**src/rtl/traffic_phase_ctrl.sv**
```systemverilog
// rtl/traffic_phase_ctrl.sv - two-direction traffic phase FSM with pedestrian walk and emergency override
// Drives an external phase timer (clear/run/duration) and decodes lamps from registered state.
module traffic_phase_ctrl #(
  parameter logic [3:0] T_GREEN  = 4'd9,
  parameter logic [3:0] T_YELLOW = 4'd3,
  parameter logic [3:0] T_ALLRED = 4'd1,
  parameter logic [3:0] T_WALK   = 4'd6
) (
  input  logic       sys_clk,
  input  logic       reset,
  input  logic       timer_exp,
  input  logic       ped_req,
  input  logic       emerg,
  output logic       st_timer,
  output logic       repro,
  output logic [3:0] time_val,
  output logic [2:0] ns_light,
  output logic [2:0] ew_light,
  output logic       walk,
  output logic [2:0] phase
);

  typedef enum logic [2:0] {
    NS_G = 3'd0,
    NS_Y = 3'd1,
    AR1  = 3'd2,
    EW_G = 3'd3,
    EW_Y = 3'd4,
    AR2  = 3'd5,
    WALK = 3'd6,
    EMG  = 3'd7
  } state_t;

  localparam logic [2:0] LAMP_R = 3'b100;
  localparam logic [2:0] LAMP_Y = 3'b010;
  localparam logic [2:0] LAMP_G = 3'b001;

  state_t state_q, state_d;
  logic   arm_q, arm_d;
  logic   ped_pend_q, ped_pend_d;
  logic   nxt_dir_q, nxt_dir_d;  // 0: NS_G follows the walk, 1: EW_G follows

  always_ff @(posedge sys_clk or posedge reset) begin
    if (reset) begin
      state_q    <= AR2;
      arm_q      <= 1'b1;
      ped_pend_q <= 1'b0;
      nxt_dir_q  <= 1'b0;
    end else begin
      state_q    <= state_d;
      arm_q      <= arm_d;
      ped_pend_q <= ped_pend_d;
      nxt_dir_q  <= nxt_dir_d;
    end
  end

  always_comb begin
    state_d    = state_q;
    arm_d      = 1'b0;
    ped_pend_d = ped_pend_q | ped_req;
    nxt_dir_d  = nxt_dir_q;
    if (emerg) begin
      state_d = EMG;
      arm_d   = (state_q != EMG);
    end else if (state_q == EMG) begin
      state_d   = AR2;
      arm_d     = 1'b1;
      nxt_dir_d = 1'b0;
    end else if (!arm_q && timer_exp) begin
      arm_d = 1'b1;
      case (state_q)
        NS_G: state_d = NS_Y;
        NS_Y: begin
          state_d   = AR1;
          nxt_dir_d = 1'b1;
        end
        AR1: begin
          if (ped_pend_q) begin
            state_d    = WALK;
            ped_pend_d = 1'b0;
          end else begin
            state_d = EW_G;
          end
        end
        EW_G: state_d = EW_Y;
        EW_Y: begin
          state_d   = AR2;
          nxt_dir_d = 1'b0;
        end
        AR2: begin
          if (ped_pend_q) begin
            state_d    = WALK;
            ped_pend_d = 1'b0;
          end else begin
            state_d = NS_G;
          end
        end
        WALK:    state_d = nxt_dir_q ? EW_G : NS_G;
        default: state_d = state_q;
      endcase
    end
  end

  always_comb begin
    repro    = arm_q | (state_q == EMG);
    st_timer = !arm_q && (state_q != EMG);
    phase    = state_q;
    walk     = 1'b0;
    ns_light = LAMP_R;
    ew_light = LAMP_R;
    time_val = 4'd0;
    case (state_q)
      NS_G: begin
        ns_light = LAMP_G;
        time_val = T_GREEN;
      end
      NS_Y: begin
        ns_light = LAMP_Y;
        time_val = T_YELLOW;
      end
      EW_G: begin
        ew_light = LAMP_G;
        time_val = T_GREEN;
      end
      EW_Y: begin
        ew_light = LAMP_Y;
        time_val = T_YELLOW;
      end
      AR1, AR2: time_val = T_ALLRED;
      WALK: begin
        walk     = 1'b1;
        time_val = T_WALK;
      end
      default: time_val = 4'd0;
    endcase
  end

endmodule
```
**config.mk**
```make
export PLATFORM = sky130hd
export DESIGN_NAME = traffic_phase_ctrl
export DESIGN_NICKNAME = d
export VERILOG_FILES = /design/src/rtl/traffic_phase_ctrl.sv
export SDC_FILE = /design/constraint.sdc
export NUM_CORES = 1
export LEC_CHECK = 0
export ABC_AREA = 1
export CAP_MARGIN = 15
export CORE_MARGIN = 4
export CORE_UTILIZATION = 25
export CTS_CLUSTER_DIAMETER = 60
export DETAILED_ROUTE_END_ITERATION = 6
export PLACE_DENSITY = 0.6
export SYNTH_ARGS = -nofsm -noshare
export SYNTH_HDL_FRONTEND = slang
export SYNTH_SLANG_ARGS = --single-unit
```
**constraint.sdc**
```tcl
create_clock -name sys_clk -period 3.6 [get_ports sys_clk]
set_clock_uncertainty 0.05 [all_clocks]
set_input_delay 0.9 -clock sys_clk [delete_from_list [all_inputs] [get_ports sys_clk]]
set_output_delay 0.9 -clock sys_clk [all_outputs]
set_load 0.02 [all_outputs]
```
== Yosys cells after proc, flatten, opt, wreduce, memory -nomap -nowiden ==
Index checks and enable logic that the tools add are counted.
Cells by class
  bitwise gates (word level): 3
  equal/unequal tests: 8
  reduce and logical (&&, ||, !) cells: 13
  mux-type cells: 22
Operator list (count)
  3-bit one-hot mux with 7 select lines: 1
  4-bit one-hot mux with 4 select lines: 1
  3-bit two-way mux: 5
  3-bit == test (second input constant): 4
  3-bit one-hot mux with 2 select lines: 2
  1-bit two-way mux: 11
  9-bit nonzero test: 1
  3-bit by 2-bit == test with 1-bit output (second input constant): 2
  3-bit nonzero test: 2
  2-bit OR reduction: 3
  3-bit by 1-bit == test with 1-bit output (second input constant): 1
  3-bit zero test: 1
  3-bit != test (second input constant): 1
  3-bit AND reduction: 1
  1-bit logical AND: 2
  2-bit two-way mux: 1
  1-bit bitwise OR: 2
  1-bit one-hot mux with 2 select lines: 1
  2-bit AND reduction: 1
  2-bit nonzero test: 1
  1-bit zero test: 1
  1-bit NOT: 1
Word-level totals
  bits in registers: 6
  output and inout port bits: 16
  input bits: 5
  word-level logic and storage cells: 50

== Depth between registers and ports, before layout ==
Gate-level depths: netlist of the first run.
  depth after elaboration: 6
  depth in mapped cells: 8
  gate-level depth less buffers: 7

== Worst setup path before layout of the first run ==
OpenSTA, ideal clock, no wires.
  path type: flip-flop to output port
  from: register state_q[2] (netlist: phase[2])
  to: output port time_val[2]
  slack: 1084 ps
  required time: 2650 ps
  cell stages (with the launch flop): 4
  path buffers: 1
  arrival time: 1566 ps
  path through: dfstp_2 -> inv_1 -> nor3_1 -> buf_4
On the way
  cells in the longest elaborated chain, start to end: 3
  elaborated cells between the ends (all ways): 11
  classes of those cells: 6 x eq/ne; 1 x mux; 4 x reduce/logical
RTL lines
  from (decl): RTL line 38  | state_t state_q, state_d;
  from (signal assigned): RTL line 50  | state_q <= state_d;
  3-bit == test, or another cell as far along: RTL line 112  | case (state_q)
  2-bit OR reduction (no source line)
  4-bit one-hot mux with 4 select lines *: RTL line 112
  to (decl): RTL line 16  | output logic [3:0] time_val,
Every way passes the cells marked *; elsewhere a longest branch is shown, timed or not.

== Final worst setup path of the first run ==
  from: register state_q[2] (netlist: phase[2])
  to: output port walk
On the way
  cells in the longest elaborated chain, start to end: 2
RTL lines
  3-bit == test: RTL line 112
  1-bit two-way mux: RTL line 112
  to (decl): RTL line 19  | output logic walk,
Every way passes these cells.

==> results of run 1 <==
-- synth_stat cells --
master,count
a21oi_1,2
buf_4,2
buf_6,2
dfrtp_1,3
dfstp_2,3
inv_1,10
inv_2,2
inv_4,1
nand2_1,17
nand2_2,2
nand3_1,7
nand3_2,3
nand3_4,1
nand4_1,2
nor2_1,14
nor3_1,1
nor3_4,1
o21ai_0,1
o21ai_1,1
-- layout make-up --
class,instances,area (um^2),share of cell area (%)
Inverter,13,51.3,7.02
Multi-Input combinational cell,52,265,36.3
Tap cell,27,33.8,4.62
Timing Repair Buffer,20,200,27.4
Sequential cell,6,154,21.1
Clock buffer,4,26.3,3.60
-- final timing paths --
kind	start	slack (ns)	to	cells after the start
setup / recovery	phase[2]	0.64	walk	3
hold / removal	nxt_dir_q	0.51	nxt_dir_q	4
setup reg to reg	phase[2]	2.16	phase[1]	5
hold reg to reg	nxt_dir_q	0.51	nxt_dir_q	4
max in group asynchronous	reset	2.42	phase[0]	2
min in group asynchronous	reset	0.81	ped_pend_q	2
-- sequential cells by signal, indices dropped and copies added (netlist names) --
signal	flops
nxt_dir_q	1
arm_q	1
ped_pend_q	1
phase	3
-- logic make-up (layout without fill, tap and decap cells) --
| kind of cell | after synthesis | count (layout) | share of synthesized area, % |
|---|---|---|---|
| AOI/OAI and AO/OA | 4 | 4 | 3.94 |
| buffers and inverters | 17 | 37 | 17.5 |
| DFF | 6 | 6 | 30.3 |
| and+or+nand+nor | 48 | 48 | 48.3 |
-- critical path: stages (launching register included) --
cell             delay [ns]
dfstp_2                0.69
inv_1                  0.17
nor3_1                 0.25
clkdlybuf4s50_1        0.65
-- metal layers --
layer,up-vias,GRT usage (%),routed length (um)
met2,21,15.5,535
met5,-,0,0
met1,229,11.6,565
met4,0,4.26,0
met3,0,1.97,100
li1,272,-,-
-- through the flow --
| step | hold WS, ns | setup WS (ns) | power, mW | cells | utilization, % |
|---|---|---|---|---|---|
| 6_report | 0.514 | 0.641 | 0.500 | 122 | 37.6 |
| 3_3_place_gp | 0.501 | 0.943 | 0.434 | 118 | 36.3 |
| 2_1_floorplan | 0.459 | 1.08 | 0.336 | 75 | - |
| 3_5_place_dp | 0.497 | 0.898 | 0.437 | 118 | 36.3 |
| 5_1_grt | 0.567 | 0.522 | 0.543 | 122 | 37.6 |
| 4_1_cts | 0.510 | 0.624 | 0.506 | 122 | 37.6 |
-- power groups by stage --
| stage | combinational [mW] | clock, mW | sequential, mW |
|---|---|---|---|
| floorplan | 0.220 | 0 | 0.116 |
| global placement | 0.298 | 0 | 0.136 |
| detailed placement | 0.300 | 0 | 0.137 |
| CTS | 0.301 | 0.0689 | 0.136 |
| global route | 0.330 | 0.0735 | 0.139 |
| finish | 0.298 | 0.0665 | 0.135 |
==> run metrics, run 1 <==
buffer levels on the longest clock path 2; CTS buffer count 3; Slew Limit Fails 0; mapped cell area 508 um^2; # Post-CTS Setup Buffers 0; max-cap violations 0; share of cells above drive strength 1 16.8%; hpwl dp 979 um; sequential share of the synthesized area 30.3%; Final GP Congestion 0.809; Post-DRT Antenna Nets 0; area grow syn2layout 43.8%; status finished clean; Critical Path AT 2.01 ns; vias in the first global route 516; sw frac 48.0%; final hold violation count 0; Root Buffer clkbuf_4; clock power share 13.3%; Total GRT Usage 9.41%; setup violators final 0; top-area cell type share of the netlist area 15.5%; fin area 731 um^2; Iter 0 DRT Violations 9; number of fill cells in the layout 210; Crit Path Max Fanout 13; Flop pwr share 27.0%; final wirelength 1.20 mm; synthesized area per cell 6.77 um^2; Synth area leader dfstp_2; placed inst area 704 um^2; Via-to-Cell Ratio 4.28; final period utilization 82.2%; Area contributors post-synth dfstp_2 16%, dfrtp_1 15%, nand2_1 13%; grt ovf 0; initial antenna violation count 0; vias 522; Clk Latency, worst-skew pair 0.24 ns; Period minus WS final 2.96 ns; # diodes 0; Initial Util 26.2%; Post-CTS Hold Buffers 0; die width 53.1 um; Worst Setup End Kind output port; crit start category flip-flop; Post-Syn Instances 75; Setup TNS Final 0 ns; Switch Pwr 0.240 mW; RSZ-0062 raised after global routing no; IO Pins 21; Warnings, synthesis 0; #FFs+latches synth 6; fmax 0.338 GHz; Crit path required time 2.65 ns; TritonRoute pass-1 iters 4; VDD IR max 0.000348 V; post_cts resized 0; worst min path class reg2reg; CTS H-tree depth 1; Int Power 0.260 mW; Net Count, Synth 80; most frequent cells in the layout 20 x clkdlybuf4s50_1, 17 x nand2_1, 14 x nor2_1, 10 x inv_1, 7 x nand3_1; Comb pwr share 59.7%; Die Footprint 2820 um^2; worst rel slew slack 68.9%; Crit Path Class reg2out; most common library cell in the layout ignoring fill and taps clkdlybuf4s50_1; Port-buffer cells 20; largest net degree at the start of global routing 14; clk sink count 6; core area 1940 um^2; first-pass GRT wire length 2.00 mm; die span in y 53.1 um; Power Density 684 nW/um^2; CTS tree built; final routed DRC violation total 0; Slew @ Worst Pin 0.466 ns; Routed WL per cell 9.84 um; Worst-path clk slew 0.05 ns; Layout Nets 101; Pleak 0.365 nW; Cell variety after synth 19; Row Count 16
No activity file was read; power rests on OpenSTA's default activity.
==> inputs of run 2 (changes only) <==
clock period = 3.1 ns   (was 3.6 ns; I/O delays follow)
==> results of run 2 <==
Same layout as run 1 (identical final DEF). Status: finished clean.
Main changes from that run: setup slack after placement 0.898 ns -> 0.523 ns; setup slack after layout 0.641 ns -> 0.266 ns; register-to-register setup slack 2.16 ns -> 1.66 ns; total power 0.500 mW -> 0.581 mW; worst IR drop on VDD 0.000348 V -> 0.000404 V
==> patch (settings of run 2) <==
Add an input register stage for `timer_exp`, `ped_req` and `emerg`, cleared by the reset; this delays them by one clock.
--- a/src/rtl/traffic_phase_ctrl.sv
+++ b/src/rtl/traffic_phase_ctrl.sv
@@ -35,6 +35,22 @@
   localparam logic [2:0] LAMP_Y = 3'b010;
   localparam logic [2:0] LAMP_G = 3'b001;
 
+  logic timer_exp_q;
+  logic ped_req_q;
+  logic emerg_q;
+
+  always_ff @(posedge sys_clk or posedge reset) begin
+    if (reset) begin
+      timer_exp_q <= '0;
+      ped_req_q   <= '0;
+      emerg_q     <= '0;
+    end else begin
+      timer_exp_q <= timer_exp;
+      ped_req_q   <= ped_req;
+      emerg_q     <= emerg;
+    end
+  end
+
   state_t state_q, state_d;
   logic   arm_q, arm_d;
   logic   ped_pend_q, ped_pend_d;
@@ -57,16 +73,16 @@
   always_comb begin
     state_d    = state_q;
     arm_d      = 1'b0;
-    ped_pend_d = ped_pend_q | ped_req;
+    ped_pend_d = ped_pend_q | ped_req_q;
     nxt_dir_d  = nxt_dir_q;
-    if (emerg) begin
+    if (emerg_q) begin
       state_d = EMG;
       arm_d   = (state_q != EMG);
     end else if (state_q == EMG) begin
       state_d   = AR2;
       arm_d     = 1'b1;
       nxt_dir_d = 1'b0;
-    end else if (!arm_q && timer_exp) begin
+    end else if (!arm_q && timer_exp_q) begin
       arm_d = 1'b1;
       case (state_q)
         NS_G: state_d = NS_Y;
Function: changed (a bounded check fails within 4 cycles, from zero or initial values and one cycle with reset high).
==> patch against run 2 <==
  * Global-route usage shrank 1.8 points
  * Worst setup slack gained 110 ps
  * Total power up 27%
  * Sequential share of layout area grew 8.1 points
  * Cell count up 4.9%
  * Cell area rose by 7.4%
  * Sequential cell count grew 3
  * Combinational power increased by 27%
  * Synthesized area rose by 12%
  * Critical path depth rose by 2
  * Sequential power rose by 36%
  * Routed wire length is 1.3% lower
  * Clock power increased by 15%
==> patch: results (changes against run 2) <==
Global route
The global-route met3 utilization came to 2.55% (+0.58 points). The via count of the first global-routing pass is 425 (-18%). The global-route wire length before repair is 1860 µm (-6.9%).

The overall global routing resource usage is 7.60% (-1.8 points). The initial antenna violation count came to 0 (unchanged). The met1 usage came to 9.69% (-2.0 points). The pin count of the biggest net entering global routing is 13 (-1). The global-route track usage on met2 was 10.6% (-4.9 points).

Synthesis
After synthesis, the cell types taking the most area are dfrtp_1 26%, nand2_1 14%, dfstp_2 14%. The instance count of the mapped netlist is 80 (+6.7%). By count the netlist is led by 22 x nand2_1, 11 x inv_1, 8 x nor2_1.

The synthesized net count is 85 (+6.3%). The distinct cell type count after synthesis is 18 (-1).

Worst setup path
The endpoint arrival time on the critical path was 1900 ps (-110 ps). The worst setup path startpoint is phase[0]. The internal reg-to-reg setup slack was 1730 ps (+70 ps).

The depth of the most critical reg-to-reg path is 7 (+2). The endpoint of the worst setup timing path is time_val[1]. The worst flop-to-flop path endpoint is phase[1]. The maximum fanout encountered on the critical timing path is 9 (-4).

Power
The share of total power in the clock network is 12.0% (-1.3 points). The reported leakage power was 0.000393 µW (+7.7%). The worst ir drop on vdd was 0.376 mV (-6.9%).

The power share of the combinational group is 59.1% (-0.6 points). The internal power component is 394 µW (+31%). The power attributed to combinational cells came to 438 µW (+27%).

Detailed routing
The met2 layer wire length in the routed design came to 511 µm (-4.5%). The routed length on met1 was 545 µm (-3.5%). The via count was 534 (+2.3%). The number of DRC violations after detailed-routing iteration 0 is 12 (+3). The uppermost metal layer occupied by signal nets is met4. The overall routed net length came to 1190 µm (-1.3%).

Place
The placed standard-cell area is 758 µm² (+7.6%). The HPWL after detailed placement was 945 µm (-3.5%). The pre-CTS worst setup slack is 646 ps (+124 ps). The cell total after placement is 124 (+5.1%). The final weighted congestion in routability-driven placement came to 0.790 (-2.3%).

Worst hold path
The cell count of the worst hold path came to 2 (-2). The worst hold path belongs to the class flop to flop.

Finish
The number of flip-flops in the largest register is 3 (unchanged). The share of post-route cells with drive strength above 1 came to 15.0% (-1.8 points). The layout net count was 106 (+5.0%).

The count of placed standard cells in the final layout, fillers left out came to 128 (+4.9%).

Clocking
The clock-pin slew on the worst setup and hold paths is 60 ps. The number of levels in the clock H-tree is 1 (unchanged). The source-to-sink clock delay at the later pin of the worst-skew pair was 260 ps (+20 ps).

Status
The run finished with clean final reports.

STA
The fraction of the cycle the final worst path needs was 87.8% (-3.6 points). The relative slew slack was 72.6% (+3.7 points).
==> patch: worst max-delay path, cell delays in order, from the launching register on <==
cell and delay, ps:
dfstp_2 640, nand2_1 90, nor2_2 140, inv_2 70, o21ai_0 70, clkdlybuf4s50_1 620
==> patch: cell type report <==
cell class                      count  area, µm²
Clock buffer                        4       26.3
Fill cell                         234       1410
Inverter                           15       56.3
Multi-Input combinational cell     52        238
Sequential cell                     9        229
Tap cell                           28       35.0
Timing Repair Buffer               20        200
==> patch: cell families after synthesis <==
logic type | synth area share (%)
buffers and inverters | 18.2
AND/OR/NAND/NOR | 34.6
AO/OA/AOI/OAI | 7.02
flip-flops | 40.1
==> patch: worst min-delay path by stage <==
stage / to / slack (ps) / start
2_1_floorplan: ped_pend_q / 420 / ped_req_q
3_3_place_gp: phase[1] / 430 / emerg_q
3_5_place_dp: phase[1] / 430 / emerg_q
4_1_cts: phase[1] / 450 / emerg_q
5_1_grt: phase[1] / 500 / emerg_q
6_report: phase[1] / 440 / emerg_q
